### config.mk
export PLATFORM = sky130hd
export DESIGN_NAME = id_ex_stage
export DESIGN_NICKNAME = d
export VERILOG_FILES = /design/src/rtl/riscv_pkg.sv /design/src/rtl/hazard_detect.sv /design/src/rtl/id_ex_stage.sv
export SDC_FILE = /design/constraint.sdc
export NUM_CORES = 1
export LEC_CHECK = 0
export CORE_AREA = 2 2 265 267
export CTS_BUF_LIST = sky130_fd_sc_hd__clkbuf_16
export DETAILED_ROUTE_END_ITERATION = 7
export DIE_AREA = 0 0 267 269
export SLEW_MARGIN = 20
export SYNTH_ARGS = -nofsm -noshare
export SYNTH_HDL_FRONTEND = slang
export SYNTH_HIERARCHICAL = 1
export SYNTH_SLANG_ARGS = --single-unit
### constraint.sdc
create_clock -name clock -period 2.6 [get_ports clock]
set_input_delay 0.26 -clock clock [delete_from_list [all_inputs] [get_ports clock]]
set_output_delay 0.26 -clock clock [all_outputs]
set_load 0.02 [all_outputs]
### src/rtl/riscv_pkg.sv
// Shared pipeline definitions: datapath widths, ALUOp classes and the control
// bundle that travels down the ID/EX, EX/MEM and MEM/WB registers.
package riscv_pkg;

  localparam int XLEN = 64;
  localparam int RA_W = 5;

  localparam logic [1:0] ALUOP_LDST   = 2'b00;
  localparam logic [1:0] ALUOP_BRANCH = 2'b01;
  localparam logic [1:0] ALUOP_RTYPE  = 2'b10;

  typedef struct packed {
    logic       reg_write;
    logic       mem_read;
    logic       mem_write;
    logic       mem_to_reg;
    logic       branch;
    logic       alu_src;
    logic [1:0] alu_op;
  } ctrl_t;

  localparam ctrl_t CTRL_NOP = '0;

endpackage

### src/rtl/hazard_detect.sv
// Load-use hazard compare: the instruction in EX is a load whose destination
// is read by the instruction currently in decode.
module hazard_detect
  import riscv_pkg::*;
#(
  parameter int ADDR_W = RA_W
) (
  input  logic              ex_valid_i,
  input  logic              ex_mem_read_i,
  input  logic [ADDR_W-1:0] ex_rd_i,
  input  logic [ADDR_W-1:0] rs1_i,
  input  logic [ADDR_W-1:0] rs2_i,
  output logic              stall_o
);

  always_comb begin
    stall_o = ex_valid_i & ex_mem_read_i & (ex_rd_i != '0) &
              ((ex_rd_i == rs1_i) | (ex_rd_i == rs2_i));
  end

endmodule

### src/rtl/id_ex_stage.sv
// ID/EX pipeline register with writeback bypass into the captured operands,
// load-use stall generation, bubble insertion on stall/flush and a stall counter.
module id_ex_stage
  import riscv_pkg::ctrl_t;
  import riscv_pkg::CTRL_NOP;
#(
  parameter int XLEN  = riscv_pkg::XLEN,
  parameter int RA_W  = riscv_pkg::RA_W,
  parameter int CNT_W = 32
) (
  input  logic             clock,
  input  logic             reset,
  input  logic [XLEN-1:0]  PC_in,
  input  logic [RA_W-1:0]  rs1,
  input  logic [RA_W-1:0]  rs2,
  input  logic [RA_W-1:0]  rd,
  input  logic [XLEN-1:0]  Read_Data_1,
  input  logic [XLEN-1:0]  Read_Data_2,
  input  logic [XLEN-1:0]  Imm,
  input  logic [3:0]       Funct4,
  input  logic             RegWrite,
  input  logic             MemRead,
  input  logic             MemWrite,
  input  logic             MemtoReg,
  input  logic             Branch,
  input  logic             ALUSrc,
  input  logic [1:0]       ALUOp,
  input  logic             WB_RegWrite,
  input  logic [RA_W-1:0]  WB_rd,
  input  logic [XLEN-1:0]  WB_Data,
  input  logic             Flush,
  output logic [XLEN-1:0]  EX_PC,
  output logic [XLEN-1:0]  EX_Data_1,
  output logic [XLEN-1:0]  EX_Data_2,
  output logic [XLEN-1:0]  EX_Imm,
  output logic [RA_W-1:0]  EX_rs1,
  output logic [RA_W-1:0]  EX_rs2,
  output logic [RA_W-1:0]  EX_rd,
  output logic [3:0]       EX_Funct4,
  output logic [1:0]       EX_ALUOp,
  output logic             EX_RegWrite,
  output logic             EX_MemRead,
  output logic             EX_MemWrite,
  output logic             EX_MemtoReg,
  output logic             EX_Branch,
  output logic             EX_ALUSrc,
  output logic             EX_valid,
  output logic             Stall,
  output logic             PC_Write,
  output logic             IF_ID_Write,
  output logic [CNT_W-1:0] Stall_Count
);

  logic [XLEN-1:0]  pc_q, pc_d, data1_q, data1_d, data2_q, data2_d, imm_q, imm_d;
  logic [RA_W-1:0]  rs1_q, rs1_d, rs2_q, rs2_d, rd_q, rd_d;
  logic [3:0]       funct4_q, funct4_d;
  ctrl_t            ctrl_q, ctrl_d, ctrl_in;
  logic             valid_q, valid_d;
  logic [CNT_W-1:0] stall_cnt_q, stall_cnt_d;
  logic             stall;

  // The register file writes on the same edge we capture, so its read port
  // still shows the old value; take the writeback data directly instead.
  function automatic logic [XLEN-1:0] operand_sel(
    input logic [RA_W-1:0] rs_a,
    input logic [XLEN-1:0] rf_data
  );
    if (rs_a == '0)
      return '0;
    else if (WB_RegWrite && (WB_rd == rs_a))
      return WB_Data;
    else
      return rf_data;
  endfunction

  hazard_detect #(.ADDR_W(RA_W)) u_hazard_detect (
    .ex_valid_i    (valid_q),
    .ex_mem_read_i (ctrl_q.mem_read),
    .ex_rd_i       (rd_q),
    .rs1_i         (rs1),
    .rs2_i         (rs2),
    .stall_o       (stall)
  );

  always_comb begin
    ctrl_in = '{reg_write:  RegWrite,
                mem_read:   MemRead,
                mem_write:  MemWrite,
                mem_to_reg: MemtoReg,
                branch:     Branch,
                alu_src:    ALUSrc,
                alu_op:     ALUOp};

    pc_d     = '0;
    data1_d  = '0;
    data2_d  = '0;
    imm_d    = '0;
    rs1_d    = '0;
    rs2_d    = '0;
    rd_d     = '0;
    funct4_d = '0;
    ctrl_d   = CTRL_NOP;
    valid_d  = 1'b0;

    // Flush and stall both leave an all-zero bubble behind.
    if (!Flush && !stall) begin
      pc_d     = PC_in;
      data1_d  = operand_sel(rs1, Read_Data_1);
      data2_d  = operand_sel(rs2, Read_Data_2);
      imm_d    = Imm;
      rs1_d    = rs1;
      rs2_d    = rs2;
      rd_d     = rd;
      funct4_d = Funct4;
      ctrl_d   = ctrl_in;
      valid_d  = 1'b1;
    end

    stall_cnt_d = stall ? stall_cnt_q + CNT_W'(1) : stall_cnt_q;
  end

  always_ff @(posedge clock) begin
    if (reset) begin
      pc_q        <= '0;
      data1_q     <= '0;
      data2_q     <= '0;
      imm_q       <= '0;
      rs1_q       <= '0;
      rs2_q       <= '0;
      rd_q        <= '0;
      funct4_q    <= '0;
      ctrl_q      <= CTRL_NOP;
      valid_q     <= 1'b0;
      stall_cnt_q <= '0;
    end else begin
      pc_q        <= pc_d;
      data1_q     <= data1_d;
      data2_q     <= data2_d;
      imm_q       <= imm_d;
      rs1_q       <= rs1_d;
      rs2_q       <= rs2_d;
      rd_q        <= rd_d;
      funct4_q    <= funct4_d;
      ctrl_q      <= ctrl_d;
      valid_q     <= valid_d;
      stall_cnt_q <= stall_cnt_d;
    end
  end

  assign EX_PC       = pc_q;
  assign EX_Data_1   = data1_q;
  assign EX_Data_2   = data2_q;
  assign EX_Imm      = imm_q;
  assign EX_rs1      = rs1_q;
  assign EX_rs2      = rs2_q;
  assign EX_rd       = rd_q;
  assign EX_Funct4   = funct4_q;
  assign EX_ALUOp    = ctrl_q.alu_op;
  assign EX_RegWrite = ctrl_q.reg_write;
  assign EX_MemRead  = ctrl_q.mem_read;
  assign EX_MemWrite = ctrl_q.mem_write;
  assign EX_MemtoReg = ctrl_q.mem_to_reg;
  assign EX_Branch   = ctrl_q.branch;
  assign EX_ALUSrc   = ctrl_q.alu_src;
  assign EX_valid    = valid_q;
  assign Stall       = stall;
  assign PC_Write    = ~stall;
  assign IF_ID_Write = ~stall;
  assign Stall_Count = stall_cnt_q;

endmodule

# == Word level (Yosys, flattened, before mapping) ==
# Cells that the tools add are included.
# op_classes
add_sub_neg,1
eq_ne,4
n_mux,3
bitwise,6
reduce_logical,11
# op_table
operator,n
2-to-1 mux 64 bit,2
"adder 32 x 1 -> 32 bit, second input constant",1
== test 5 bit,4
zero test 5 bit,2
OR reduction 3 bit,2
nonzero test 5 bit,1
bitwise AND 1 bit,3
logical AND 1 bit,3
zero test 1 bit,2
inverter 1 bit,2
OR reduction 2 bit,1
2-to-1 mux 1 bit,1
OR 1 bit,1
# word_totals
register_bits,316
in_bits,356
elab_cells,42

# == Logic depth before layout (Yosys ltp) ==
# logic_depth
depth_word,7
depth_mapped,11
ltp_nobuf,8

# == Cells and area by module ==
# Netlist, hierarchy kept.
# by_module_without_submodules
mod,instances,cells_per_inst,area_each_um2,seq_area_each_um2
id_ex_stage,1,1106,10601.4,6326.1
hazard_detect,1,17,132.6,0.0

# == Least setup slack after synthesis ==
# No wires, ideal clock.
# synth_timing
path_kind,reg2reg
start,reg rd_q[2] (netlist: EX_rd[2])
end,reg stall_cnt_q[31] (netlist: Stall_Count[31])
setup_time_ns,0.123
t_arrival_ns,2.893
required_ns,2.477
slack_ns,-0.417
stages_incl_launch_ff,12
path_buffers,3
period_less_slack_ns,3.017
cell_sequence,dfxtp_1 > xor2_1 > nor3_1 > nand3_1 > a21oi_1 > buf_4 > nand2_8 > or4_1 > buf_2 > buf_6 > nor4_2 > mux2_1
# synth_between
elab_chain_len,3
word_cells_on_any_way,6
# synth_rtl
item,line,source
from (decl),id_ex_stage.sv:55,"logic [RA_W-1:0] rs1_q, rs1_d, rs2_q, rs2_d, rd_q, rd_d;"
from (signal assigned),id_ex_stage.sv:142,rd_q <= rd_d;
== test 5 bit / nonzero test 5 bit (equally long branches),"hazard_detect.sv:18, hazard_detect.sv:17",
OR 1 bit / bitwise AND 1 bit (equally long branches),"hazard_detect.sv:18, hazard_detect.sv:17",
bitwise AND 1 bit (*),hazard_detect.sv:17,stall_o = ex_valid_i & ex_mem_read_i & (ex_rd_i != '0) &
named net Stall,id_ex_stage.sv:48,"output logic Stall,"
to (signal assigned),id_ex_stage.sv:146,stall_cnt_q <= stall_cnt_d;
to (decl),id_ex_stage.sv:59,"logic [CNT_W-1:0] stall_cnt_q, stall_cnt_d;"
# The timed path passes the listed nets; every way through them passes the cells marked *.
# A chain may end at the register's enable or synchronous reset.

# == Final worst setup path ==
# layout_timing
start,reg rd_q[4] (netlist: EX_rd[4])
end,reg stall_cnt_q[31] (netlist: Stall_Count[31])
# layout_between
elab_chain_len,3
word_cells_on_any_way,6
# layout_rtl
item,line
== test 5 bit / nonzero test 5 bit (equally long branches),"hazard_detect.sv:18, hazard_detect.sv:17"
OR 1 bit / bitwise AND 1 bit (equally long branches),"hazard_detect.sv:18, hazard_detect.sv:17"
bitwise AND 1 bit (*),hazard_detect.sv:17
# Mark *: on every way between the ends. The rest lies on a longest branch, timed or not.

==> impl_metrics.tcl <==
set metrics [dict create \
    status "complete, no violations" \
    fin_util 0.296 \
    rsz0062_at_grt "true" \
    register_area_mm2 0.00634 \
    synthesis.area_mm2 0.0107 \
    htree_levels 2 \
    antenna_found_initial 3 \
    hold_ws_ps 270 \
    min_period_ps 2590 \
    crit_fanout 8 \
    use_met1 0.181 \
    clkLatencyLatePin_ps 550 \
    globalRouteOverflowTotal 0 \
    ys_async_sr_fraction 0 \
    seq_power_share 0.417 \
    critPathRequiredTime_ps 3020 \
    powerDensity_mw_per_mm2 596 \
    grt_pass1_wl_um 74700 \
    die-area_mm2 0.0718 \
    finalHoldViolCount 0 \
    switching_share 0.257 \
    syn_area_per_cell_um2 9.56 \
    grt_max_degree 84 \
    placementRows 97 \
    arrival_ps 3010 \
    netlist_instances 1123 \
    finalCritPeriodShare 0.995 \
    cp_slowest_stage_delay_ps 490 \
    clock_sinks 316 \
    placed_area_mm2 0.0192 \
    synth_edf_count 0 \
    cp_cell_sequence "buf_6 -> xor2_2 -> nor3_2 -> nand3_1 -> a21oi_4 -> buf_12 -> nand2_8 -> or4_4 -> nor4_4 -> mux2_4" \
    path_buf_inv 2 \
    cts_tree "built" \
    postCtsSetupBuffers 0 \
    fin_tns_setup_ps 0 \
    remaining_drc_errors 0 \
    grt_pass1_vias 11200 \
    worst_path_max_delay_cell "or4_4" \
    drv_cap 0 \
    seq_area_frac_synth 0.589 \
    cts_root_buf "clkbuf_16" \
    clock_path_buffers 3 \
    core_area_mm2 0.0693 \
    setup_slack_ps 13.1 \
    start_util 0.155 \
    ios 675 \
    clk_pin_slew_ps 60 \
    yosys_warnings 6 \
    hpwl_um 41900 \
    globalRouteMet3Util 0.0417 \
    die_y_um 269 \
    power_frac_clock 0.430 \
    worstMarginPinSlew_ps 746 \
    ir_drop_mv 0.366 \
    multi_input_area_mm2 0.00416 \
    finalClockSkew_ps 15.5 \
    dpl_worst_slack_ps -425 \
    switchingPower_w 0.00313 \
    drv_slew 0 \
    syn-num-nets 1480 \
    wire_per_inst_um 19.3 \
    synth-seq-cells 316 \
    nets 2188 \
    hold_path_class "in -> reg" \
    p_leak_nw 7.28 \
    portBuffers 674 \
    die_w_um 267 \
    drtIter0Drc 727 \
    area_growth_pct 90.9 \
    yosysUniqueCellTypes 33 \
    n_fill_cell 7184 \
    routabilityCongestion 0.882 \
    routed_wl_um 54200 \
    drive_above_1_share 0.0963 \
    critPathCaptureType "flip-flop" \
    grt-busiest-layer "met2" \
    synth_ff_type "dfxtp_1" \
    relSlewSlack 0.498 \
    setup.worst_path.class "reg -> reg" \
    rrSetupSlack_ps 10 \
    share_comb_of_total_power 0.153 \
    crit_family "simple AND/OR/NAND/NOR gates" \
    ant_nets 0 \
    p_int_w 0.00907 \
    via_per_inst 4.02 \
    vias 11200 \
    met2_usage 0.222 \
    grt_use_total 0.140 \
    timing.fmax_mhz 387 \
    final_cell_area_mm2 0.0205 \
    setup_viol 0 \
    dr.pass1.iters 5 \
    critPathLaunchType "flip-flop" \
    cts_buffers 39 \
]
==> cell type report <==
cell class,count,share of cell area
Clock inverter,27,0.00916
Timing Repair Buffer,758,0.370
Clock buffer,41,0.0501
Antenna cell,1,0.000122
Tap cell,940,0.0574
Sequential cell,316,0.309
Multi-Input combinational cell,711,0.203
Inverter,5,0.00104
==> sequential cells by signal (all words and copies together) (netlist names), 2 cells and up <==
name,count
EX_rs2,5
Stall_Count,32
EX_Data_2,64
EX_Imm,64
EX_rs1,5
EX_Data_1,64
EX_Funct4,4
EX_ALUOp,2
EX_rd,5
EX_PC,64
==> Yosys cell counts (all sizes together), types with 13 or more instances <==
cell,n,area [µm²]
nand2,15,72.6
nor2,14,52.6
dfxtp,316,6330
nand4,13,87.6
xnor2,20,175
nand3,136,681
clkbuf,84,315
and2,159,995
o21ai,134,671
or4,18,135
a21oi,147,736
o31ai,14,105
==> worst reg2reg max path: cells and delay by family (launching register included) <==
family          cells  cell delay (ps)
xor+xnor            1              140
flops               1              360
mux                 1              320
buf+inv             2              280
simple gates        5             1110
compound gates      1              280
==> metrics by stage <==
stage | instances | total power [W]
6_report | 2799 | 0.0122
5_1_grt | 2799 | 0.0127
4_1_cts | 2798 | 0.0124
3_5_place_dp | 2729 | 0.00705
3_3_place_gp | 2729 | 0.00704
2_1_floorplan | 1123 | 0.00577
==> logic make-up (layout without fill, tap and decap cells) <==
kind of cell,Yosys count,after routing,synth area share
other cells,0,1,0
compound gates,296,296,0.142
flops,316,316,0.589
simple gates,379,380,0.204
fa+ha+maj,1,1,0.00117
mux,2,2,0.00198
buf+inv,97,831,0.0356
xor+xnor,32,32,0.0261
==> path summary, 6_finish.rpt <==
kind	start	endpoint	cells after the start
hold reg to reg	Stall_Count[30]	Stall_Count[30]	2
setup reg to reg	EX_rd[4]	Stall_Count[31]	10
setup / recovery	EX_rd[4]	Stall_Count[31]	10
hold / removal	rd[0]	EX_rd[0]	2
==> power groups by stage <==
stage               logic, W  registers [W]  clock network (W)
finish               0.00186        0.00509            0.00525
global route         0.00197        0.00510            0.00562
CTS                  0.00187        0.00509            0.00544
detailed placement   0.00186        0.00520                  0
global placement     0.00185        0.00519                  0
floorplan           0.000355        0.00542                  0
==> placed cells by master (no fill, tap or decap), drive strengths merged <==
cell           synthesis  final
nand3                136    136
or2                    2      2
o21ai                134    134
mux2                   1      1
or3                    5      5
ha                     1      1
clkinv                 0     13
nand2                 15     15
nor2b                  1      1
a21oi                147    147
xnor2                 20     20
bufinv                 0      2
o211ai                 1      1
mux2i                  1      1
clkbuf                84     42
xor2                  12     12
and3                   1      1
or4                   18     19
nor3                   5      5
dfxtp                316    316
nor4                   4      4
diode                  0      1
and4                   6      6
inv                    5     15
o31ai                 14     14
clkinvlp               0      2
and2                 159    159
nand4                 13     13
buf                    8     86
nor2                  14     14
clkdlybuf4s50          0    671
==> routing by layer <==
| metal | wire, µm | vias up |
|---|---|---|
| li1 | - | 5302 |
| met1 | 23600 | 5351 |
| met2 | 25000 | 501 |
| met3 | 4220 | 84 |
| met4 | 1370 | 2 |
| met5 | 9 | - |
==> repair_timing <==
| item | in CTS | in global routing |
|---|---|---|
| endpoints found under the setup margin | 228 | 67 |
| gates resized for setup | 21 | 18 |
| hold buffers | 0 | 0 |
| pin swaps | 3 | 8 |
| gates cloned | 1 | 0 |
Power figures use the tool's default switching activity.
